`src/rtl/instr_mem_loader.sv`:
```
// Byte-serial instruction memory programmer: packs four bytes big-endian into
// one word and writes the words to consecutive addresses from 0.
module instr_mem_loader #(
  parameter int unsigned ADDR_W    = 8,
  parameter int unsigned DATA_W    = 32,
  parameter int unsigned MAX_WORDS = 256
) (
  input  logic              clk,
  input  logic              rst_n,
  input  logic              start,
  input  logic [ADDR_W:0]   longitud,
  input  logic [7:0]        byte_in,
  input  logic              byte_valid,
  output logic              byte_ready,
  output logic              we,
  output logic [ADDR_W-1:0] direccion,
  output logic [DATA_W-1:0] dato,
  output logic              ocupado,
  output logic              listo,
  output logic              error
);

  localparam int unsigned LEN_W = ADDR_W + 1;
  localparam int unsigned BUF_W = DATA_W - 8;
  localparam logic [LEN_W-1:0] MAX_LEN = LEN_W'(MAX_WORDS);

  typedef enum logic [1:0] {
    IDLE    = 2'd0,
    RECIBE  = 2'd1,
    ESCRIBE = 2'd2,
    FIN     = 2'd3
  } state_t;

  state_t            state_q, state_d;
  logic [LEN_W-1:0]  len_q, len_d;
  logic [1:0]        cnt_q, cnt_d;
  logic [BUF_W-1:0]  buf_q, buf_d;
  logic [ADDR_W-1:0] dir_q, dir_d;
  logic [DATA_W-1:0] dato_q, dato_d;
  logic              byte_ready_q, byte_ready_d;
  logic              we_q, we_d;
  logic              ocupado_q, ocupado_d;
  logic              listo_q, listo_d;
  logic              error_q, error_d;
  logic              len_ok;

  assign len_ok = (longitud != '0) && (longitud <= MAX_LEN);

  // Next-state and next-output logic; outputs are registered from state_d.
  always_comb begin
    state_d = state_q;
    len_d   = len_q;
    cnt_d   = cnt_q;
    buf_d   = buf_q;
    dir_d   = dir_q;
    dato_d  = dato_q;
    error_d = 1'b0;

    case (state_q)
      IDLE, FIN: begin
        if (start) begin
          if (len_ok) begin
            len_d   = longitud;
            dir_d   = '0;
            cnt_d   = 2'd0;
            state_d = RECIBE;
          end else begin
            error_d = 1'b1;
          end
        end
      end
      RECIBE: begin
        if (byte_valid && byte_ready_q) begin
          if (cnt_q == 2'd3) begin
            dato_d  = {buf_q, byte_in};
            cnt_d   = 2'd0;
            state_d = ESCRIBE;
          end else begin
            buf_d = {buf_q[BUF_W-9:0], byte_in};
            cnt_d = cnt_q + 2'd1;
          end
        end
      end
      ESCRIBE: begin
        if (LEN_W'(dir_q) == (len_q - LEN_W'(1))) begin
          state_d = FIN;
        end else begin
          dir_d   = dir_q + ADDR_W'(1);
          state_d = RECIBE;
        end
      end
      default: state_d = IDLE;
    endcase

    byte_ready_d = (state_d == RECIBE);
    we_d         = (state_d == ESCRIBE);
    ocupado_d    = (state_d == RECIBE) || (state_d == ESCRIBE);
    listo_d      = (state_d == FIN);
  end

  always_ff @(posedge clk) begin
    if (!rst_n) begin
      state_q      <= IDLE;
      len_q        <= '0;
      cnt_q        <= 2'd0;
      buf_q        <= '0;
      dir_q        <= '0;
      dato_q       <= '0;
      byte_ready_q <= 1'b0;
      we_q         <= 1'b0;
      ocupado_q    <= 1'b0;
      listo_q      <= 1'b0;
      error_q      <= 1'b0;
    end else begin
      state_q      <= state_d;
      len_q        <= len_d;
      cnt_q        <= cnt_d;
      buf_q        <= buf_d;
      dir_q        <= dir_d;
      dato_q       <= dato_d;
      byte_ready_q <= byte_ready_d;
      we_q         <= we_d;
      ocupado_q    <= ocupado_d;
      listo_q      <= listo_d;
      error_q      <= error_d;
    end
  end

  assign byte_ready = byte_ready_q;
  assign we         = we_q;
  assign direccion  = dir_q;
  assign dato       = dato_q;
  assign ocupado    = ocupado_q;
  assign listo      = listo_q;
  assign error      = error_q;

endmodule

```
`config.mk`:
```
export PLATFORM = sky130hd
export DESIGN_NAME = instr_mem_loader
export DESIGN_NICKNAME = d
export VERILOG_FILES = /design/src/rtl/instr_mem_loader.sv
export SDC_FILE = /design/constraint.sdc
export NUM_CORES = 1
export LEC_CHECK = 0
export ABC_AREA = 1
export CORE_MARGIN = 2
export CORE_UTILIZATION = 45
export CTS_CLUSTER_SIZE = 8
export DETAILED_ROUTE_END_ITERATION = 16
export PLACE_DENSITY = 0.78
export REMOVE_ABC_BUFFERS = 1
export SLEW_MARGIN = 30
export SYNTH_ARGS = -nofsm -noshare
export SYNTH_HDL_FRONTEND = slang
export SYNTH_SLANG_ARGS = --single-unit
```
`constraint.sdc`:
```
create_clock -name clk -period 5 [get_ports clk]
set_clock_uncertainty 0.15 [all_clocks]
set_input_delay 0.75 -clock clk [delete_from_list [all_inputs] [get_ports clk]]
set_output_delay 0.75 -clock clk [all_outputs]
set_load 0.02 [all_outputs]
```
==> metrics.md <==
| Metric | Value |
|---|---|
| Die ar. | `8530 um^2` |
| # nets final | `585` |
| Post-DP Area | `4210 um^2` |
| Setup TNS | `0 ns` |
| Crit share post-route | `61.3%` |
| Met2 wire len | `3.79 mm` |
| Core ar. | `7650 um^2` |
| Routed met3 length | `522 um` |
| Horiz. Die Dim | `92.3 um` |
| Num CTS Buffers | `9` |
| GRT Overall Usage | `19.7%` |
| Commonest non-fill, non-tap cells in the layout | `nor2_1 (143), dfxtp_1 (82), nand2_1 (73)` |
| Overflow after GRT | `0` |
| Vias in the first global route | `3121` |
| Initial antenna violation count | `0` |
| Die H | `92.3 um` |
| H-tree levels | `3` |
| Clock net sink count | `82` |
| Antenna Cells | `0` |
| Initial DRC count | `172` |
| Layout cells sized above 1 | `6.95%` |
| Worst EP arrival | `3.15 ns` |
| Worst rel slew slack | `43.2%` |
| CP max FO | `33` |
| Max-slew violation count | `0` |
| Via count | `3308` |
| First-pass GRT wire length | `13.7 mm` |
| Clock latency on the worst-skew pair | `0.35 ns` |
| Initial Util | `45.9%` |
| CTS tree | `yes` |
| VDD IR max | `171 uV` |
| Worst Tran Pin Value | `0.847 ns` |
| # rows | `32` |
| Hold buffer count at cts | `0` |
| Final Hold Viols | `0` |
| Fin area | `4390 um^2` |
| Port Buf Inserts | `65` |
| Average routed wire per standard cell | `12.2 um` |
| Root Buffer | `clkbuf_8` |
| CP Launch Type | `input port` |
| Finish-stage setup viols | `0` |
| GP Congestion | `0.883` |
| Max Fclk | `326 MHz` |
| Most common cell after layout, fill and taps aside | `nor2_1` |
| Flop and latch count out of synthesis | `82` |
| Largest net degree at the start of global routing | `60` |
| DR vias/cell | `4.99` |
| Setup WS post-layout | `1.93 ns` |
| Metal-1 WL | `3.66 mm` |
| Clock buffer depth | `2` |
| Fillers | `732` |
| Reg clk slew, reported paths | `0.08 ns` |
| Setup CP Type | `in -> reg` |
| Avg Inst Size Synth | `7.04 um^2` |
| Pwr dens | `289 nW/um^2` |
| Max-cap violations | `0` |
| Lkg Pwr | `1.97 nW` |
| RSZ-0062 raised after global routing | `no` |
| Mapped Cells | `499` |
| Number of synthesis warnings | `0` |
| Antenna Nets Post-Route | `0` |
| Top Layer Used | `met4` |
| Worst min path class | `reg -> reg` |
| Seq/Total Area, Yosys | `46.7%` |
| Crit path time final | `3.07 ns` |
| Post-CTS setup buffer count | `0` |
| I/O pin cnt | `66` |
| Overall power | `1.27 mW` |
| Crit. End Element | `register` |
| DP Worst Slack | `1.77 ns` |
| Util after Layout | `57.4%` |
| DRC | `0` |
| Synth Cell Area | `3510 um^2` |
| Yosys cell types | `26` |
| Worst Path Required | `5.08 ns` |
| Status | `finished clean` |
| DP Wirelength | `5.32 mm` |
| DRT Wirelength | `8.06 mm` |
| P&R area growth vs syn | `24.9%` |
| Drt pass-1 iters | `4` |
| Post-CTS sizing | `0` |
## critical path, cell delays in order
cell	delay [ns]
clkdlybuf4s50_1	0.46
nand2_1	0.07
nor2_1	0.19
inv_2	0.05
nor2_2	0.07
buf_4	0.31
clkinv_1	0.76
nor2_1	0.39
nor2_1	0.08
## synth_stat cells, drive strengths merged
library cell | count | area (um^2)
o31ai | 1 | 7.51
nor3 | 1 | 5.00
nor3b | 2 | 15.0
clkbuf | 17 | 63.8
nand3 | 22 | 115
xnor2 | 1 | 8.76
nor2 | 150 | 586
buf | 4 | 26.3
xor2 | 5 | 43.8
clkinv | 1 | 3.75
nand4 | 1 | 6.26
dfxtp | 82 | 1640
nand2 | 76 | 293
ha | 8 | 100
nand3b | 1 | 7.51
o21ai | 70 | 350
a21oi | 18 | 90.1
or2 | 1 | 6.26
inv | 38 | 143
## power breakdown
| part | internal (mW) | switching (mW) |
|---|---|---|
| registers | 0.670 | 0.0154 |
| clock network | 0.184 | 0.249 |
| logic | 0.0597 | 0.0904 |
## sequential cells by signal (all words and copies together), names as in the netlist
name        flops
byte_ready      1
buf_q          24
direccion       8
len_q           9
ocupado         1
error           1
cnt_q           2
dato           32
state_q         2
listo           1
we              1
## worst paths after layout
| kind | startpoint | end | slack (ns) | cells after the start |
|---|---|---|---|---|
| worst max-delay path | byte_valid | dato[19]$_SDFFE_PN0P_ | 1.93 | 9 |
| worst min-delay path | buf_q[17]$_SDFFE_PN0P_ | dato[25]$_SDFFE_PN0P_ | 0.34 | 2 |
| worst min register to register | buf_q[17]$_SDFFE_PN0P_ | dato[25]$_SDFFE_PN0P_ | 0.34 | 2 |
| worst max register to register | cnt_q[0]$_SDFFE_PN0P_ | dato[19]$_SDFFE_PN0P_ | 2.20 | 9 |
## cells by family after synthesis
group / Yosys count / share of synthesized area, %
and+or+nand+nor: 254 / 29.4
xor gates and xnor gates: 6 / 1.50
adders and majority gates: 8 / 2.85
AOI/OAI and AO/OA: 89 / 12.8
DFF: 82 / 46.7
buffers and inverters: 60 / 6.73
## per-layer routing
metal,GRT usage [%],vias to the layer above
li1,-,1689
met1,24.5,1519
met2,32.7,90
met3,6.02,10
met4,6.09,0
met5,0,-
## stage by stage
stage	hold WS (ns)	instances
after floorplan	0.297	478
after global placement	0.307	647
after detailed placement	0.318	647
after CTS	0.340	663
after global routing	0.364	663
final	0.338	663
## cell type report
class / count / area, um^2 / area share [%]
clock buffer: 9 / 124 / 2.82
clock inverter: 7 / 53.8 / 1.23
inverter: 39 / 146 / 3.34
multi-input combinational: 357 / 1630 / 37.2
sequential: 82 / 1640 / 37.4
tap: 102 / 128 / 2.91
timing repair buffer: 67 / 661 / 15.1
Note: power is estimated with default switching activity, not from simulation.
